## src/rtl/mpsk_modulator_if.sv

```systemverilog
// Symbol handshake between the framing logic and the M-PSK modulator.
// The framer drives valid/data; the modulator answers with ready.
interface mpsk_modulator_if #(
    parameter int BITS_PER_SYMBOL = 1
) ();
    logic                       sym_valid;
    logic [BITS_PER_SYMBOL-1:0] sym_data;
    logic                       sym_ready;

    modport master (
        output sym_valid,
        output sym_data,
        input  sym_ready
    );

    modport slave (
        input  sym_valid,
        input  sym_data,
        output sym_ready
    );
endinterface

```

## src/rtl/mpsk_modulator.sv

```systemverilog
// M-ary PSK carrier modulator: one registered DAC sample per clock,
// each symbol an integral number of phase-shifted carrier cycles.
module wave_table_sine #(
    parameter int DATA_WIDTH = 8,
    parameter int WAVELENGTH = 16,
    localparam int PW        = $clog2(WAVELENGTH)
) (
    input  logic [PW-1:0]         i_phase,
    output logic [DATA_WIDTH-1:0] o_sample
);
    // Integer Bhaskara sine, rounded; exact to the LSB for 8-bit codes.
    function automatic int sine_code(input int idx);
        int h, mid, amp, j, q, num, den, mag;
        h   = WAVELENGTH / 2;
        mid = 1 << (DATA_WIDTH - 1);
        amp = mid - 1;
        j   = (idx < h) ? idx : idx - h;
        q   = j * (h - j);
        num = 16 * q * amp;
        den = 5 * h * h - 4 * q;
        mag = (2 * num + den) / (2 * den);
        return (idx < h) ? mid + mag : mid - mag;
    endfunction

    logic [DATA_WIDTH-1:0] w_tab [WAVELENGTH];

    for (genvar g = 0; g < WAVELENGTH; g++) begin : g_tab
        assign w_tab[g] = DATA_WIDTH'(sine_code(g));
    end

    assign o_sample = w_tab[i_phase];
endmodule

module mpsk_modulator #(
    parameter int DATA_WIDTH        = 8,
    parameter int WAVELENGTH        = 16,
    parameter int BITS_PER_SYMBOL   = 1,
    parameter int CYCLES_PER_SYMBOL = 1,
    parameter int GRAY              = 0,
    parameter int DIFF              = 0,
    parameter int IDLE_LEVEL        = 2 ** (DATA_WIDTH - 1)
) (
    input  logic                  clk,
    input  logic                  rst_n,
    input  logic                  enable,
    mpsk_modulator_if.slave       s_sym,
    output logic [DATA_WIDTH-1:0] signal_out,
    output logic                  active,
    output logic                  sym_last,
    output logic                  underrun
);
    localparam int M    = 1 << BITS_PER_SYMBOL;
    localparam int SPS  = WAVELENGTH * CYCLES_PER_SYMBOL;
    localparam int CW   = $clog2(SPS);
    localparam int PW   = $clog2(WAVELENGTH);
    localparam int STEP = WAVELENGTH / M;

    typedef enum logic {
        S_IDLE,
        S_RUN
    } state_t;

    state_t                     r_state;
    logic [CW-1:0]              r_cnt;
    logic [PW-1:0]              r_phase;
    logic [BITS_PER_SYMBOL-1:0] r_acc;

    logic                       w_at_end;
    logic                       w_ready;
    logic                       w_hs;
    logic [BITS_PER_SYMBOL-1:0] w_sym;
    logic [BITS_PER_SYMBOL-1:0] w_bin;
    logic [BITS_PER_SYMBOL-1:0] w_acc_new;
    logic [BITS_PER_SYMBOL-1:0] w_p;
    logic [PW-1:0]              w_offset;
    logic [PW-1:0]              w_phase;
    logic [PW-1:0]              w_phase_nxt;
    logic [DATA_WIDTH-1:0]      w_sample;

    function automatic logic [BITS_PER_SYMBOL-1:0] gray2bin(
        input logic [BITS_PER_SYMBOL-1:0] g
    );
        logic [BITS_PER_SYMBOL-1:0] b;
        for (int i = 0; i < BITS_PER_SYMBOL; i++) begin
            b[i] = ^(g >> i);
        end
        return b;
    endfunction

    assign w_at_end = (r_cnt == CW'(SPS - 1));
    assign w_ready  = enable && ((r_state == S_IDLE) || w_at_end);
    assign w_hs     = s_sym.sym_valid && w_ready;
    assign w_sym    = s_sym.sym_data;
    assign s_sym.sym_ready = w_ready;

    assign w_bin     = (GRAY != 0) ? gray2bin(w_sym) : w_sym;
    assign w_acc_new = r_acc + w_bin;
    assign w_p       = (DIFF != 0) ? w_acc_new : w_bin;
    assign w_offset  = PW'(32'(w_p) * STEP);

    // At a handshake the table reads the new offset directly, so sample 0
    // lands on the output one cycle later with no gap between symbols.
    assign w_phase     = w_hs ? w_offset : r_phase;
    assign w_phase_nxt = (w_phase == PW'(WAVELENGTH - 1)) ?
                         '0 : w_phase + 1'b1;

    wave_table_sine #(
        .DATA_WIDTH (DATA_WIDTH),
        .WAVELENGTH (WAVELENGTH)
    ) u_tab (
        .i_phase  (w_phase),
        .o_sample (w_sample)
    );

    always_ff @(posedge clk or negedge rst_n) begin
        if (!rst_n) begin
            r_state    <= S_IDLE;
            r_cnt      <= '0;
            r_phase    <= '0;
            r_acc      <= '0;
            signal_out <= DATA_WIDTH'(IDLE_LEVEL);
            active     <= 1'b0;
            sym_last   <= 1'b0;
            underrun   <= 1'b0;
        end else begin
            underrun <= 1'b0;
            sym_last <= 1'b0;
            if (w_hs) begin
                r_state    <= S_RUN;
                r_cnt      <= '0;
                r_phase    <= w_phase_nxt;
                signal_out <= w_sample;
                active     <= 1'b1;
                sym_last   <= (SPS == 1);
                if (DIFF != 0) begin
                    r_acc <= w_acc_new;
                end
            end else if (r_state == S_RUN && !w_at_end) begin
                r_cnt      <= r_cnt + 1'b1;
                r_phase    <= w_phase_nxt;
                signal_out <= w_sample;
                sym_last   <= (r_cnt == CW'(SPS - 2));
            end else if (r_state == S_RUN) begin
                // Burst ends; every new burst restarts from phase reference 0.
                r_state    <= S_IDLE;
                r_cnt      <= '0;
                r_acc      <= '0;
                signal_out <= DATA_WIDTH'(IDLE_LEVEL);
                active     <= 1'b0;
                underrun   <= enable;
            end
        end
    end
endmodule

```

## src/flat_wrapper.sv

```systemverilog
// flat-port wrapper written by rule: the top's interface ports become plain ports
module mpsk_modulator_flat 
#(
    parameter int DATA_WIDTH        = 8,
    parameter int WAVELENGTH        = 16,
    parameter int BITS_PER_SYMBOL   = 1,
    parameter int CYCLES_PER_SYMBOL = 1,
    parameter int GRAY              = 0,
    parameter int DIFF              = 0,
    parameter int IDLE_LEVEL        = 2 ** (DATA_WIDTH - 1)
)
  (clk, rst_n, enable, signal_out, active, sym_last, underrun, s_sym_sym_valid, s_sym_sym_data, s_sym_sym_ready);
  mpsk_modulator_if #(.BITS_PER_SYMBOL(BITS_PER_SYMBOL)) s_sym_i ();
  input  logic clk;
  input  logic rst_n;
  input  logic enable;
  output logic [DATA_WIDTH-1:0] signal_out;
  output logic active;
  output logic sym_last;
  output logic underrun;
  input wire logic [$bits(s_sym_i.sym_valid)-1:0] s_sym_sym_valid;
  input wire logic [$bits(s_sym_i.sym_data)-1:0] s_sym_sym_data;
  output wire logic [$bits(s_sym_i.sym_ready)-1:0] s_sym_sym_ready;
  assign s_sym_i.sym_valid = s_sym_sym_valid;
  assign s_sym_i.sym_data = s_sym_sym_data;
  assign s_sym_sym_ready = s_sym_i.sym_ready;
  mpsk_modulator #(.DATA_WIDTH(DATA_WIDTH), .WAVELENGTH(WAVELENGTH), .BITS_PER_SYMBOL(BITS_PER_SYMBOL), .CYCLES_PER_SYMBOL(CYCLES_PER_SYMBOL), .GRAY(GRAY), .DIFF(DIFF), .IDLE_LEVEL(IDLE_LEVEL)) u_core (.clk(clk), .rst_n(rst_n), .enable(enable), .s_sym(s_sym_i), .signal_out(signal_out), .active(active), .sym_last(sym_last), .underrun(underrun));
endmodule
```

## config.mk

```make
export PLATFORM = sky130hd
export DESIGN_NAME = mpsk_modulator_flat
export DESIGN_NICKNAME = d
export VERILOG_FILES = /design/src/rtl/mpsk_modulator_if.sv /design/src/rtl/mpsk_modulator.sv /design/src/flat_wrapper.sv
export SDC_FILE = /design/constraint.sdc
export NUM_CORES = 1
export LEC_CHECK = 0
export ABC_AREA = 1
export CORE_MARGIN = 2
export CORE_UTILIZATION = 45
export CTS_CLUSTER_SIZE = 28
export DETAILED_ROUTE_END_ITERATION = 8
export GPL_TIMING_DRIVEN = 0
export MAX_ROUTING_LAYER = met4
export PLACE_DENSITY = 0.8
export SLEW_MARGIN = 20
export SYNTH_ARGS = -nofsm -noshare
export SYNTH_HDL_FRONTEND = slang
export SYNTH_SLANG_ARGS = --single-unit
```

## constraint.sdc

```tcl
create_clock -name clk -period 2.2 [get_ports clk]
set_input_delay 0.66 -clock clk [delete_from_list [all_inputs] [get_ports clk]]
set_output_delay 0.66 -clock clk [all_outputs]
set_load 0.02 [all_outputs]
```

==> metrics.txt <==
# TYPE chip_impl_metric gauge
chip_impl_metric{name="grt_util_all_layers",unit="%"} 19.7
chip_impl_metric{name="rows",unit=""} 18
chip_impl_metric{name="detailroute.via_count",unit=""} 1020
chip_impl_metric{name="finalClockSkew",unit="ns"} 0.0110
chip_impl_metric{name="timing.max_slew.rel_slack",unit="%"} 38.6
chip_impl_metric{name="post_synth_instance_area",unit="sq mm"} 0.00118
chip_impl_metric{name="die-area",unit="sq mm"} 0.00304
chip_impl_info{name="end_kind",value="output pin"} 1
chip_impl_info{name="critPathKind",value="flip-flop to output pin"} 1
chip_impl_metric{name="layout.nets",unit=""} 184
chip_impl_metric{name="syn_to_final_growth",unit="%"} 26.1
chip_impl_metric{name="total_congestion_overflow",unit=""} 0
chip_impl_metric{name="area.sequential",unit="sq um"} 502
chip_impl_metric{name="fin_total_pwr",unit="mW"} 2.37
chip_impl_metric{name="wire_length_of_the_first_global_routing_pass",unit="um"} 4080
chip_impl_metric{name="maximum_ir_drop_on_the_vdd_rail",unit="uV"} 821
chip_impl_metric{name="totalWireLength",unit="um"} 2530
chip_impl_metric{name="synthesis.nets",unit=""} 156
chip_impl_metric{name="dr.pass1.iters",unit=""} 4
chip_impl_info{name="synth.most_common_cell",value="nand2_1"} 1
chip_impl_metric{name="vias_per_cell",unit=""} 5.10
chip_impl_info{name="synth.top_cells.by_area",value="dfrtp_1 (40%), nand2_1 (15%), ha_1 (8.5%)"} 1
chip_impl_info{name="synthTopCellsByCount",value="nand2_1 (48), dfrtp_1 (19), inv_1 (16), nand3_1 (15), ha_1 (8)"} 1
chip_impl_metric{name="synth-edff-count",unit=""} 0
chip_impl_metric{name="postSynth.asyncResetShare",unit="%"} 100
chip_impl_metric{name="clock.fmax",unit="GHz"} 0.471
chip_impl_metric{name="cts_buffers",unit=""} 3
chip_impl_metric{name="maximum_number_of_pins_on_one_net_before_global_route_repair",unit=""} 21
chip_impl_metric{name="place_hpwl",unit="um"} 1820
chip_impl_info{name="cts_tree",value="done"} 1
chip_impl_metric{name="via_count_of_the_first_global_routing_pass",unit=""} 924
chip_impl_metric{name="die_width",unit="um"} 55.1
chip_impl_metric{name="timing_hold_violations_final",unit=""} 0
chip_impl_metric{name="mapped_cells",unit=""} 143
chip_impl_metric{name="core-area",unit="sq mm"} 0.00248
chip_impl_metric{name="yosysSeqAreaShare",unit="%"} 42.7
chip_impl_metric{name="numClockSinks",unit=""} 20
chip_impl_metric{name="critPathArrivalTime",unit="ns"} 1.46
chip_impl_metric{name="post_route_cells_drive_above_1_share",unit="%"} 18.8
chip_impl_info{name="status",value="complete, no violations"} 1
chip_impl_info{name="crit_path_start_kind",value="flip-flop"} 1
chip_impl_metric{name="syn-mean-instance-area",unit="sq um"} 8.22
chip_impl_metric{name="total_leakage_power",unit="nW"} 0.773
chip_impl_metric{name="fillerInstances",unit=""} 232
chip_impl_metric{name="multi_input_comb_area",unit="sq um"} 584
chip_impl_metric{name="fraction_of_the_cycle_the_final_worst_path_needs",unit="%"} 96.4
chip_impl_metric{name="n_antenna_cell",unit=""} 0
chip_impl_info{name="yosys_most_used_dff",value="dfrtp_1"} 1
chip_impl_metric{name="critical_path.max_fanout",unit=""} 6
chip_impl_metric{name="max_slew.worst_pin.slew",unit="ns"} 0.919
chip_impl_metric{name="drt.antenna.violating_nets",unit=""} 0
chip_impl_info{name="cp_slowest_cell",value="dfrtp_1"} 1
chip_impl_metric{name="final_core_utilization",unit="%"} 59.8
chip_impl_metric{name="slew_viol_final",unit=""} 0
chip_impl_metric{name="cts_max_level",unit=""} 1
chip_impl_metric{name="clock_insertion_delay_worst_skew",unit="ns"} 0.32
chip_impl_metric{name="finalWeightedCongestion",unit=""} 0.951
chip_impl_metric{name="drcViolationCount",unit=""} 0
chip_impl_metric{name="top_level_ports",unit=""} 17
chip_impl_metric{name="cap_viol_max_count",unit=""} 0
chip_impl_metric{name="ctsLongestPathBuffers",unit=""} 2
chip_impl_metric{name="critical_path_buf_inv_count",unit=""} 2
chip_impl_metric{name="io_buffer_count",unit=""} 16
chip_impl_metric{name="synth.distinct_cells",unit=""} 23
chip_impl_info{name="critical_path.top_delay_family",value="flip-flops"} 1
chip_impl_info{name="netlist.top_cell.by_area",value="dfrtp_1"} 1
chip_impl_metric{name="path_clk_slew",unit="ns"} 0.13
chip_impl_metric{name="share_of_the_synthesized_area_in_the_top_cell_type",unit="%"} 40.4
chip_impl_metric{name="synth.yosys.warnings",unit=""} 0
chip_impl_info{name="hold_path_class",value="flip-flop to flip-flop"} 1
chip_impl_metric{name="power_density",unit="mW/mm^2"} 1600
chip_impl_info{name="crit_chain",value="ha_2, nand3_2, nand2_4, inv_2, nor2_1, buf_4"} 1
chip_impl_metric{name="initial_core_util",unit="%"} 47.5
chip_impl_metric{name="avgRoutedWirePerCell",unit="um"} 12.6
chip_impl_metric{name="worst_ep_required_time",unit="ns"} 1.54
chip_impl_metric{name="die_y",unit="um"} 55.1
chip_impl_metric{name="initial_antenna_violation_count",unit=""} 0
chip_impl_metric{name="finalSetupViolCount",unit=""} 0
chip_impl_metric{name="period_needed",unit="ns"} 2.12
chip_impl_metric{name="postSynthRegisterBits",unit=""} 20
chip_impl_metric{name="drt_iter0_markers",unit=""} 16
chip_impl_metric{name="cp_slowest_stage_delay",unit="ns"} 0.38
chip_impl_info{name="ctsRootBufferMaster",value="clkbuf_4"} 1
==> worst register-to-register path, cell delays in order, from the launching register on <==
cell and delay [ns]:
dfrtp_1 0.38, ha_2 0.20, nand3_2 0.11, nand2_4 0.14
nand3_4 0.09, nand2_1 0.18, inv_1 0.14, ha_1 0.25
inv_1 0.09, nand2_2 0.06, nand2_1 0.07, nand2_1 0.07
nand3_1 0.08, nand2_1 0.05
==> power by group <==
group / internal (mW) / switching (mW) / leakage [nW] / total, mW
Combinational: 0.579 / 0.820 / 0.503 / 1.40
Sequential: 0.547 / 0.112 / 0.242 / 0.659
Clock: 0.184 / 0.125 / 0.0279 / 0.309
==> what timing repair did <==
action	CTS	global route
hold buffers	0	0
endpoints found under the setup margin	1	5
pin swaps	0	1
buffers inserted	2	5
hold endpoints to repair	0	0
resized for setup	5	5
==> flip-flops by register name, summed over array words and instances (netlist names) <==
register,flops
u_core.active,1
u_core.r_cnt,4
u_core.r_phase,4
u_core.r_state,1
u_core.signal_out,8
u_core.sym_last,1
u_core.underrun,1
==> final timing paths <==
path / cells after the start / slack (ns) / start / to
setup / recovery: 6 / 0.08 / u_core.r_cnt[1] / s_sym_sym_ready
hold / removal: 2 / 0.49 / u_core.signal_out[5] / u_core.signal_out[5]
min in group asynchronous: 1 / 0.84 / rst_n / u_core.r_cnt[2]
hold reg to reg: 2 / 0.49 / u_core.signal_out[5] / u_core.signal_out[5]
max in group asynchronous: 1 / 0.79 / rst_n / u_core.r_phase[3]
setup reg to reg: 13 / 0.18 / u_core.r_cnt[1] / u_core.signal_out[2]
==> cells in the final DEF, fill, tap and decap left out, drive strengths merged <==
cell type and instances:
clkbuf 3, dlymetal6s2s 1, clkdlybuf4s50 13, nand4 1, dfrtp 19, o21ai 8, clkinv 1, nor4 1
a21oi 1, o211ai 1, dlygate4sd2 1, nand2 54, nor2 6, ha 8, xor2 2, inv 17
dfstp 1, buf 11, bufinv 1, nand3 20
==> metrics by stage <==
step	worst slack, ns	area (sq um)	setup TNS [ns]	std cells	hold WS, ns
after floorplan	0.369	1180	0	143	0.364
after global placement	-0.466	1370	-1.81	189	0.455
after detailed placement	-0.480	1370	-2.16	189	0.465
after CTS	0.0196	1440	0	195	0.495
after global routing	-0.00119	1480	-0.00119	200	0.524
final	0.0789	1480	0	200	0.491
==> cell families (layout without fill, tap and decap cells) <==
logic type | after synthesis | after routing | synth area share [%]
AO/OA/AOI/OAI | 10 | 10 | 4.47
XOR/XNOR | 2 | 2 | 1.49
adder cells (fa/ha/maj) | 8 | 8 | 8.51
buffers and inverters | 21 | 48 | 8.08
flip-flops | 20 | 20 | 42.7
AND/OR/NAND/NOR | 82 | 82 | 34.8
==> layout make-up <==
cell class | count | area share (%)
Inverter | 18 | 4.64
Clock buffer | 3 | 1.52
Tap cell | 30 | 2.53
Sequential cell | 20 | 33.8
Timing Repair Buffer | 23 | 14.3
Buffer | 3 | 1.77
Clock inverter | 1 | 2.03
Multi-Input combinational cell | 102 | 39.4
==> layer usage <==
metal	GRT usage (%)	vias to the layer above	part of all wire, %
li1	-	507	-
met1	22.6	486	45
met3	3.23	5	3.8
met2	34.3	22	50
met4	7.32	0	1.4
met5	-	-	0
Note: power is estimated with default switching activity, not from simulation.
